### src/rtl/game_round_controller.sv
// Referee for one playable round: countdown timer, lives, respawn freeze and win-hold delay.
// Emits registered one-cycle win/lose/respawn pulses toward the game state machine.
module game_round_controller #(
  parameter int FRAMES_PER_SEC  = 60,
  parameter int ROUND_SECONDS   = 120,
  parameter int START_LIVES     = 3,
  parameter int RESPAWN_FRAMES  = 90,
  parameter int WIN_HOLD_FRAMES = 30
) (
  input  logic       pixel_clk,
  input  logic       reset,
  input  logic       frame_tick,
  input  logic [3:0] game_state,
  input  logic       goal_reached,
  input  logic       player_hit,
  output logic       win_the_game,
  output logic       lose_the_game,
  output logic       round_active,
  output logic       freeze_player,
  output logic       respawn,
  output logic [2:0] lives,
  output logic [7:0] time_left
);

  typedef enum logic [2:0] {
    ST_IDLE     = 3'd0,
    ST_RUN      = 3'd1,
    ST_DYING    = 3'd2,
    ST_WIN_HOLD = 3'd3,
    ST_DONE     = 3'd4
  } state_t;

  localparam logic [6:0] SEC_LAST     = 7'(FRAMES_PER_SEC - 1);
  localparam logic [7:0] RESPAWN_LAST = 8'(RESPAWN_FRAMES - 1);
  localparam logic [7:0] WIN_LAST     = 8'(WIN_HOLD_FRAMES - 1);
  localparam logic [2:0] LIVES_INIT   = 3'(START_LIVES);
  localparam logic [7:0] TIME_INIT    = 8'(ROUND_SECONDS);
  localparam logic [3:0] GS_PLAY      = 4'd2;

  state_t     state_r, state_s;
  logic [2:0] lives_r, lives_s;
  logic [7:0] time_r, time_s;
  logic [6:0] sec_r, sec_s;
  logic [7:0] hold_r, hold_s;
  logic       win_r, lose_r, respawn_r, active_r, freeze_r;
  logic       win_s, lose_s, respawn_s;
  logic [6:0] sec_run_s;
  logic [7:0] time_run_s;
  logic       expire_s;

  // Timer advance used by the states that let the clock run (RUN, DYING)
  always_comb begin
    sec_run_s  = sec_r;
    time_run_s = time_r;
    expire_s   = 1'b0;
    if (frame_tick) begin
      if (sec_r == SEC_LAST) begin
        sec_run_s = 7'd0;
        if (time_r != 8'd0) begin
          time_run_s = time_r - 8'd1;
          expire_s   = (time_r == 8'd1);
        end else begin
          time_run_s = 8'd0;
        end
      end else begin
        sec_run_s = sec_r + 7'd1;
      end
    end else begin
      sec_run_s = sec_r;
    end
  end

  // Next-state, counter and pulse decisions
  always_comb begin
    state_s   = state_r;
    lives_s   = lives_r;
    time_s    = time_r;
    sec_s     = sec_r;
    hold_s    = hold_r;
    win_s     = 1'b0;
    lose_s    = 1'b0;
    respawn_s = 1'b0;
    if (game_state != GS_PLAY) begin
      state_s = ST_IDLE;
    end else begin
      case (state_r)
        ST_IDLE: begin
          state_s = ST_RUN;
          lives_s = LIVES_INIT;
          time_s  = TIME_INIT;
          sec_s   = 7'd0;
          hold_s  = 8'd0;
        end
        ST_RUN: begin
          sec_s  = sec_run_s;
          time_s = time_run_s;
          if (goal_reached) begin
            state_s = ST_WIN_HOLD;
            hold_s  = 8'd0;
          end else if (expire_s) begin
            state_s = ST_DONE;
            lose_s  = 1'b1;
          end else if (player_hit) begin
            if (lives_r <= 3'd1) begin
              lives_s = 3'd0;
              state_s = ST_DONE;
              lose_s  = 1'b1;
            end else begin
              lives_s = lives_r - 3'd1;
              state_s = ST_DYING;
              hold_s  = 8'd0;
            end
          end else begin
            state_s = ST_RUN;
          end
        end
        ST_DYING: begin
          sec_s  = sec_run_s;
          time_s = time_run_s;
          // Running out of time while frozen ends the round without a respawn
          if (expire_s) begin
            state_s = ST_DONE;
            lose_s  = 1'b1;
          end else if (frame_tick) begin
            if (hold_r == RESPAWN_LAST) begin
              state_s   = ST_RUN;
              respawn_s = 1'b1;
            end else begin
              hold_s = hold_r + 8'd1;
            end
          end else begin
            state_s = ST_DYING;
          end
        end
        ST_WIN_HOLD: begin
          if (frame_tick) begin
            if (hold_r == WIN_LAST) begin
              state_s = ST_DONE;
              win_s   = 1'b1;
            end else begin
              hold_s = hold_r + 8'd1;
            end
          end else begin
            state_s = ST_WIN_HOLD;
          end
        end
        ST_DONE: begin
          state_s = ST_DONE;
        end
        default: begin
          state_s = ST_IDLE;
        end
      endcase
    end
  end

  // State, counters and registered outputs
  always_ff @(posedge pixel_clk) begin
    if (reset) begin
      state_r   <= ST_IDLE;
      lives_r   <= LIVES_INIT;
      time_r    <= TIME_INIT;
      sec_r     <= 7'd0;
      hold_r    <= 8'd0;
      win_r     <= 1'b0;
      lose_r    <= 1'b0;
      respawn_r <= 1'b0;
      active_r  <= 1'b0;
      freeze_r  <= 1'b0;
    end else begin
      state_r   <= state_s;
      lives_r   <= lives_s;
      time_r    <= time_s;
      sec_r     <= sec_s;
      hold_r    <= hold_s;
      win_r     <= win_s;
      lose_r    <= lose_s;
      respawn_r <= respawn_s;
      active_r  <= (state_s == ST_RUN) || (state_s == ST_DYING) || (state_s == ST_WIN_HOLD);
      freeze_r  <= (state_s == ST_DYING) || (state_s == ST_WIN_HOLD) || (state_s == ST_DONE);
    end
  end

  assign win_the_game  = win_r;
  assign lose_the_game = lose_r;
  assign respawn       = respawn_r;
  assign round_active  = active_r;
  assign freeze_player = freeze_r;
  assign lives         = lives_r;
  assign time_left     = time_r;

endmodule

### config.mk
export PLATFORM = sky130hd
export DESIGN_NAME = game_round_controller
export DESIGN_NICKNAME = d
export VERILOG_FILES = /design/src/rtl/game_round_controller.sv
export SDC_FILE = /design/constraint.sdc
export NUM_CORES = 1
export LEC_CHECK = 0
export BUFFER_PORTS_ARGS = -buffer_cell sky130_fd_sc_hd__buf_2
export CORE_MARGIN = 2
export CORE_UTILIZATION = 25
export CTS_CLUSTER_SIZE = 14
export DETAILED_ROUTE_END_ITERATION = 7
export HOLD_SLACK_MARGIN = 0.12
export PLACE_DENSITY_LB_ADDON = 0.2
export REMOVE_ABC_BUFFERS = 1
export SETUP_SLACK_MARGIN = 0.02
export SLEW_MARGIN = 15
export SYNTH_ARGS = -nofsm -noshare
export SYNTH_HDL_FRONTEND = slang
export SYNTH_SLANG_ARGS = --single-unit
### constraint.sdc
create_clock -name pixel_clk -period 7.5 [get_ports pixel_clk]
set_clock_uncertainty 0.2 [all_clocks]
set_input_delay 0.75 -clock pixel_clk [delete_from_list [all_inputs] [get_ports pixel_clk]]
set_output_delay 0.75 -clock pixel_clk [all_outputs]
set_load 0.005 [all_outputs]
After elaboration in Yosys (flattened, before gate mapping)
Index checks and enable logic that the tools add are counted.
{"block": "word_totals", "input_bits": 9, "out_inout_bits": 16, "reg_bits": 34, "wordCells": 106}
{"block": "op_classes", "magnitude_cmp": 1, "addsub": 4, "n_mux": 44, "n_bitwise": 4, "reduce_logical": 17, "n_eq_ne": 26}
{"cell": "$mux W8", "count": 12}
{"cell": "$mux W3", "count": 14}
{"cell": "$pmux W8 S4", "count": 1}
{"cell": "$ne A2 B2 Y1 const B", "count": 8}
{"cell": "$pmux W8 S2", "count": 1}
{"cell": "$pmux W3 S5", "count": 1}
{"cell": "$mux W7", "count": 2}
{"cell": "$pmux W7 S2", "count": 1}
{"cell": "$eq A3 B2 Y1 const B", "count": 4}
{"cell": "$mux W1", "count": 10}
{"cell": "$reduce_and A10 Y1", "count": 1}
{"cell": "$ne A3 B3 Y1 const B", "count": 3}
{"cell": "$add A8 B1 Y8 const B", "count": 1}
{"cell": "$eq A8 B1 Y1 const B", "count": 1}
{"cell": "$eq A8 B5 Y1 const B", "count": 1}
{"cell": "$eq A8 B7 Y1 const B", "count": 1}
{"cell": "$reduce_bool A8 Y1", "count": 1}
{"cell": "$sub A8 B1 Y8 const B", "count": 1}
{"cell": "$add A7 B1 Y7 const B", "count": 1}
{"cell": "$eq A7 B6 Y1 const B", "count": 1}
{"cell": "$eq A3 B1 Y1 const B", "count": 2}
{"cell": "$eq A3 B3 Y1 const B", "count": 2}
{"cell": "$pmux W3 S2", "count": 1}
{"cell": "$reduce_and A5 Y1", "count": 1}
{"cell": "other kinds (15)", "count": 24}

Depth between registers and ports, before layout
Gate-level depths: netlist (run 1).
{"block": "depth", "word_depth": 11, "ltp_mapped": 8, "mapped_depth_nobuf": 7}

Worst setup path before layout (run 1)
OpenSTA, ideal clock, no wires.
{"block": "synth_path", "path_type": "input to register", "startpoint": "in game_state[0]", "endpoint": "reg time_r[6], in the netlist time_left[6]", "stages": 6, "arrival_ns": 2.444, "setup_ns": 0.122, "n_path_buf": 1, "path_slack_ns": 4.734, "required_ns": 7.178, "path_cell_list": "or4b_1 -> buf_6 -> nor3_4 -> a22oi_2 -> or4_1 -> a221o_1"}
{"block": "synth_between", "elab_chain_cells": 3}
{"item": "from (decl)", "line": "13", "rtl": "input logic [3:0] game_state,"}
{"item": "$ne A4 B2 Y1", "line": "83", "rtl": "if (game_state != GS_PLAY) begin"}
{"item": "$not A1 Y1 (no line)"}
{"item": "$reduce_and A4 Y1 (no line)"}
{"item": "to (signal assigned)", "line": "173", "rtl": "time_r <= time_s;"}
{"item": "to (decl)", "line": "42", "rtl": "logic [7:0] time_r, time_s;"}
No other way between the ends.
A chain may end at the register's enable or synchronous reset.

Worst setup path after layout (run 1)
{"block": "layout_path", "startpoint": "in game_state[0]", "endpoint": "reg hold_r[5]"}
{"block": "layout_between", "elab_chain_cells": 3}
{"item": "$ne A4 B2 Y1", "line": "83"}
{"item": "$not A1 Y1 (no line)"}
{"item": "$reduce_and A10 Y1 (no line)"}
{"item": "to (signal assigned)", "line": "175", "rtl": "hold_r <= hold_s;"}
{"item": "to (decl)", "line": "44", "rtl": "logic [7:0] hold_r, hold_s;"}
No other way between the ends.

==> results.tsv, run 1 <==
metric	value	unit
post-layout util	29.8	%
clk buf depth	2	
Placed Area	0.00222	mm2
I/O Buffers	24	
Seq cells post-synth	34	
Critical Path RT	7.50	ns
DRT iter0 DRCs	70	
vias in the first global route	1701	
Worst-Margin Slew	0.734	ns
largest net degree at the start of global routing	29	
drt pass-1 iters	5	
Worst-Skew Late Latency	0.28	ns
RSZ-0062 raised after global routing	false	
fin nets	280	
Ports	25	
post-synthesis compound-gate area fraction	18.9	%
clk sinks	34	
Max-cap violations	0	
relative slew slack	50.6	%
gr usage total	11.6	%
status	completed	
chip height	93.9	um
Yosys warnings	0	
Post-CTS Setup Inserts	0	
share of cells above drive strength 1	15.8	%
CP max FO	7	
dpl ws	4.38	ns
H-tree Lvls	2	
Most used DFF post-synth	dfxtp_1	
Initial Utilization	26.0	%
final routed DRC violation total	0	
area of the multi-input gates	0.00124	mm2
Mapped Cells	242	
most common cell after layout, fill and taps aside	dfxtp_1	
post-layout minimum cycle time	2.82	ns
Core Region	0.00777	mm2
cts bufs inserted	5	
clock-pin slew on the worst setup and hold paths	0.07	ns
Pwr Density	147	mW/mm2
largest family of logic cells by synthesized area	simple AND/OR/NAND/NOR gates	
setup violators final	0	
WL/cell	13.2	um
sequential cell area fraction in the yosys report	33.7	%
most frequent cells in the layout	dfxtp_1, nor2_1, buf_2, inv_1, nand2b_1	
startpoint types	input pin	
Worst EP arrival	2.82	ns
post-synthesis xor/xnor area fraction	3.04	%
vias per cell	4.99	
hold_buf cts	0	
Critical-path top delay cell	or4b_1	
CTS-repair resized insts	0	
met1 GRT Util	15.4	%
initial antenna violation count	0	
grt met2 use	17.9	%
Via Count	1831	
Routed WL	4860	um
Tcrit/Tclk final	37.6	%
Syn-to-layout area delta	14.7	%
final hold vios	0	
most used routing layer	met2	
kind of critical path	in2reg	
Design Area, Final	0.00232	mm2
area share of fa/ha/maj cells after synthesis	4.34	%
Power Total	0.341	mW
synth unique cells	57	
Synth Area per Inst	8.34	um2
Die Span X	93.9	um
fill count	867	
RePlAce Congestion	0.829	
area occupied by registers	681	um2
fmax	0.355	GHz
synthesized area	0.00202	mm2
Fin Setup TNS	0	ns
mux contribution to synthesized area	2.54	%
Final ANT Viol Nets	0	
CTS tree	done	
Final WS setup	4.68	ns
CP Capture Type	register	
# rows	32	
grt ovf	0	
global-route wire length before repair	8000	um
Post-synth ARST share	0	%
DIE AREA	0.00881	mm2
final slew viol count	0	
Max IR drop VDD	0.0597	mV
crit-path max cell delay	0.70	ns
ant diodes	0	
static leakage	0.825	nW
Simple-Gate Fraction of Synth Area	32.6	%
Cell Chain, Critical Path	buf_2 > or4b_1 > nor4_1 > o2111ai_1 > or4_1 > o211ai_1	
HP Class	reg2reg	
post-DP HPWL	3550	um
number of synthesized flops with an enable pin	0	
CTS Root Buffer Type	clkbuf_8	
GR Util met3	3.13	%
==> sequential cells by signal, indices dropped and copies added, names as in the netlist <==
name / flops
hold_r: 8
time_left: 8
sec_r: 7
lives: 3
state_r: 3
freeze_player: 1
lose_the_game: 1
respawn: 1
round_active: 1
win_the_game: 1
==> worst paths after layout <==
check,start,to,slack [ns],depth (start not counted)
worst max-delay path,game_state[0],hold_r[5],4.68,6
worst min register to register,time_left[1],time_left[1],0.31,2
worst min-delay path,time_left[1],time_left[1],0.31,2
worst max register to register,time_left[1],hold_r[1],4.78,7
==> layer usage <==
| metal | wire (um) | vias to the layer above |
|---|---|---|
| li1 | - | 934 |
| met1 | 2380 | 852 |
| met2 | 2210 | 40 |
| met3 | 213 | 5 |
| met4 | 56 | 0 |
| met5 | 0 | - |
==> cell type report <==
class,count,area share (%)
sequential,34,29.4
inverter,15,2.43
multi-input combinational,184,53.5
clock buffer,7,3.73
clock inverter,1,0.216
tap,102,5.51
timing repair buffer,24,5.19
==> cells in the mapped netlist, drive strengths merged, types with 5 or more instances <==
library cell  number  area share [%]
a21oi              9             2.2
clkbuf             6             1.1
dfxtp             34              34
ha                 7             4.3
inv               15             2.8
nand2             12             2.2
nand2b            13             4.0
nand3              8             2.0
nor2              29             5.8
nor3              12             3.5
nor4               6             1.9
o211ai             7             2.6
o21ai              6             1.5
or3                8             2.5
or3b               5             2.2
xnor2              5             2.2
==> cells by family after synthesis <==
family,after synthesis
AND/OR/NAND/NOR,115
AO/OA/AOI/OAI,50
flip-flops,34
buffers and inverters,24
XOR/XNOR,7
adder cells (fa/ha/maj),7
multiplexers,5
==> report_power, final <==
group / internal [mW] / leakage (nW) / total (mW) / switching, mW
Combinational: 0.00628 / 0.503 / 0.0168 / 0.0105
Clock: 0.0741 / 0.0482 / 0.142 / 0.0678
Sequential: 0.181 / 0.274 / 0.182 / 0.00123
Total: 0.262 / 0.825 / 0.341 / 0.0795
==> stage by stage <==
step                hold slack, ns  instances
floorplan                    0.276        233
global placement             0.291        359
detailed placement           0.300        359
CTS                          0.314        367
global route                 0.352        367
finish                       0.306        367
==> worst max-delay path: cells and delay by family <==
kind / cells / cell delay (ns)
and+or+nand+nor: 3 / 1.53
AOI/OAI and AO/OA: 2 / 0.43
buffers and inverters: 1 / 0.10
Power figures use the tool's default switching activity.
==> run 2, diff against run 1 <==
--- a/config.mk
+++ b/config.mk
@@ -5,6 +5,7 @@
 export SDC_FILE = /design/constraint.sdc
 export NUM_CORES = 1
 export LEC_CHECK = 0
+export ABC_AREA = 1
 export BUFFER_PORTS_ARGS = -buffer_cell sky130_fd_sc_hd__buf_2
 export CORE_MARGIN = 2
 export CORE_UTILIZATION = 25
==> constraint.sdc (replaced) <==
create_clock -name pixel_clk -period 2.7 [get_ports pixel_clk]
set_clock_uncertainty 0.2 [all_clocks]
set_input_delay 0.27 -clock pixel_clk [delete_from_list [all_inputs] [get_ports pixel_clk]]
set_output_delay 0.27 -clock pixel_clk [all_outputs]
set_load 0.005 [all_outputs]
==> run 2 against run 1 <==
Effect of this change: final cell count rose by 23%; critical path depth rose by 6; area after synthesis rose by 5.9%; sequential power rose to 2.8 times the previous value; flip-flop and latch count did not move; via count rose by 11%; setup slack got worse by 4.1 ns; global-route usage rose by 0.075 points; critical path type is now reg2reg.
==> results.tsv, run 2 <==
metric	value	unit	change
Post-Layout Cell Count	453		was 367
synthesized area	0.00214	mm2	was 0.00202 mm2
Worst-Skew Late Latency	0.29	ns	was 0.28 ns
startpoint types	register		was input pin
CP max FO	9		was 7
Yosys warnings	0		unchanged
Routed WL	5100	um	was 4860 um
global-route wire length before repair	8520	um	was 8000 um
I/O Buffers	24		unchanged
Die Span X	96.5	um	was 93.9 um
Initial Utilization	25.9	%	was 26.0%
Most used DFF post-synth	dfxtp_1		unchanged
Core Region	0.00826	mm2	was 0.00777 mm2
most frequent cells after synthesis	nand2_1, inv_1, nor2_1, dfxtp_1, nand3_1		was dfxtp_1, nor2_1, inv_1, nand2b_1, nand2_1
Via Count	2026		was 1,831
Reg-to-Reg End	hold_r[1]		unchanged
drt pass-1 iters	5		unchanged
Min Hold Slack	0.142	ns	was 0.306 ns
Seq cells post-synth	34		unchanged
Post-CTS Setup Inserts	0		unchanged
Worst-Margin Slew	0.383	ns	was 0.734 ns
Critical-path top delay cell	dfxtp_1		was or4b_1
setup violators final	0		unchanged
Mapped Cells	321		was 242
share of cells above drive strength 1	19.3	%	was 15.8%
Final ANT Viol Nets	0		unchanged
CTS-repair resized insts	0		unchanged
top-count cell post-synth	nand2_1		was dfxtp_1
DRT iter0 DRCs	108		was 70
CTS tree	done		unchanged
most frequent cells in the layout	nand2_1, inv_1, nor2_1, dfxtp_1, nand3_1		was dfxtp_1, nor2_1, buf_2, inv_1, nand2b_1
crit path to	hold_r[1]		was hold_r[5]
hold_buf cts	0		unchanged
Critical Path RT	2.67	ns	was 7.50 ns
reg2reg path depth	12		was 7
status	completed		unchanged
R2R Setup Slk	0.59	ns	was 4.78 ns
dpl cells	445		was 359
H-tree Lvls	2		unchanged
ant diodes	0		unchanged
Pwr Density	423	mW/mm2	was 147 mW/mm2
vias in the first global route	1902		was 1,701
fmax	0.473	GHz	
top cell type's share of synthesized area	31.8	%	was 33.7%
DIE AREA	0.00931	mm2	was 0.00881 mm2
Post-synth ARST share	0	%	unchanged
vias per cell	4.47		was 4.99
Synth Area per Inst	6.67	um2	was 8.34 um2
clk sinks	34		unchanged
clock-pin slew on the worst setup and hold paths	0.07	ns	about the same
clk buf depth	2		unchanged
Worst EP arrival	2.08	ns	was 2.82 ns
cts bufs inserted	5		unchanged
final hold vios	0		unchanged
crit-path max cell delay	0.38	ns	was 0.70 ns
HP Class	in2reg		was reg2reg
Fin Setup TNS	0	ns	unchanged
initial antenna violation count	0		unchanged
most common cell after layout, fill and taps aside	nand2_1		was dfxtp_1
hold path start	goal_reached		was time_left[1]
RSZ-0062 raised after global routing	false		unchanged
top cells by area, synth	dfxtp_1, nand2_1, inv_1, nand3_1, a21oi_1		was dfxtp_1, nor2_1, ha_1, nand2b_1, inv_1
final slew viol count	0		unchanged
Ports	25		unchanged
Max-cap violations	0		unchanged
kind of critical path	reg2reg		was in2reg
chip height	96.5	um	was 93.9 um
Cell Chain, Critical Path	inv_1 > ha_1 > inv_1 > nand3_1 > nor2_1 > nand3_2 > nand3_2 > nand3_4 > nand2_2 > nand2_1 > o21ai_1 > nor2_1		was buf_2 > or4b_1 > nor4_1 > o2111ai_1 > or4_1 > o211ai_1
Max IR drop VDD	0.273	mV	was 0.0597 mV
CP Capture Type	register		unchanged
Final WS setup	0.587	ns	was 4.68 ns
sequential cell area fraction in the yosys report	31.8	%	was 33.7%
RePlAce Congestion	0.802		was 0.829
Critical path origin	time_left[0]		was game_state[0]
relative slew slack	74.3	%	was 50.6%
cell taking the most area after synthesis	dfxtp_1		unchanged
final routed DRC violation total	0		unchanged
dpl ws	0.588	ns	was 4.38 ns
grt ovf	0		unchanged
number of synthesized flops with an enable pin	0		unchanged
Syn-to-layout area delta	15.3	%	was 14.7%
synth unique cells	33		was 57
reg2reg start	time_left[0]		was time_left[1]
largest net degree at the start of global routing	17		was 29
gr usage total	11.6	%	about the same
Tcrit/Tclk final	78.3	%	
static leakage	0.976	nW	was 0.825 nW
post-layout minimum cycle time	2.11	ns	
fin nets	363		was 280
WL/cell	11.2	um	was 13.2 um
# rows	33		was 32
CTS Root Buffer Type	clkbuf_8		unchanged
post-DP HPWL	3860	um	was 3550 um
run 2: changes by cell type in the layout (fill, tap and decap cells not counted), sizes merged, moves of 9 or more:
cell	previous run	this run
nor2	29	42
inv	15	46
a21oi	9	28
nand2	12	77
o21ai	6	15
nand2b	13	0
nand3	8	34
run 2: layer usage:
| layer | global-route usage, % | part of all wire, % | vias up |
|---|---|---|---|
| met2 | 18.6 | 42 | 39 |
| met3 | 2.48 | 4.9 | 5 |
| li1 | - | - | 1093 |
| met4 | 3.52 | 1.3 | 0 |
| met5 | 0 | 0 | - |
| met1 | 15.7 | 51 | 889 |
run 2: logic make-up (layout without fill, tap and decap cells):
kind of cell               count (synthesis)  count (layout)  synth area share (%)
AOI/OAI and AO/OA                         49              49                  12.2
and+or+nand+nor                          177             177                  41.5
DFF                                       34              34                  31.8
buffers and inverters                     53              80                  9.94
xor gates and xnor gates                   1               1                 0.409
adders and majority gates                  7               7                  4.09
run 2: report_power, final:
group	internal, mW	switching, mW
Combinational	0.0221	0.0467
Clock	0.272	0.192
Sequential	0.506	0.00463
run 2: how the worst min path moves through the flow:
stage	endpoint	slack (ns)	depth (start not counted)
after floorplan	freeze_player	0.14	1
after global placement	sec_r[6]	0.27	2
after detailed placement	sec_r[6]	0.28	2
after CTS	lose_the_game	0.14	4
after global routing	lose_the_game	0.15	4
final	lose_the_game	0.14	4
run 2: area by class of cell:
| class | instances | area (um2) |
|---|---|---|
| timing repair buffer | 24 | 120 |
| clock buffer | 5 | 68.8 |
| tap | 105 | 131 |
| inverter | 48 | 180 |
| fill | 926 | 5790 |
| multi-input combinational | 234 | 1250 |
| clock inverter | 3 | 40.0 |
| sequential | 34 | 681 |
run 2: critical path: cells and delay by family (launching register included):
kind            cells  cell delay, ns
fa+ha+maj           1            0.24
flops               1            0.38
simple gates        8            0.88
compound gates      1            0.07
buf+inv             2            0.22
run 2: through the flow:
step / area, um2 / power, mW / utilization [%]
finish: 2470 / 1.04 / 29.9
detailed placement: 2360 / 0.592 / 28.6
CTS: 2470 / 1.06 / 29.9
global placement: 2360 / 0.592 / 28.6
global route: 2470 / 1.09 / 29.9
floorplan: 2110 / 0.565 / -
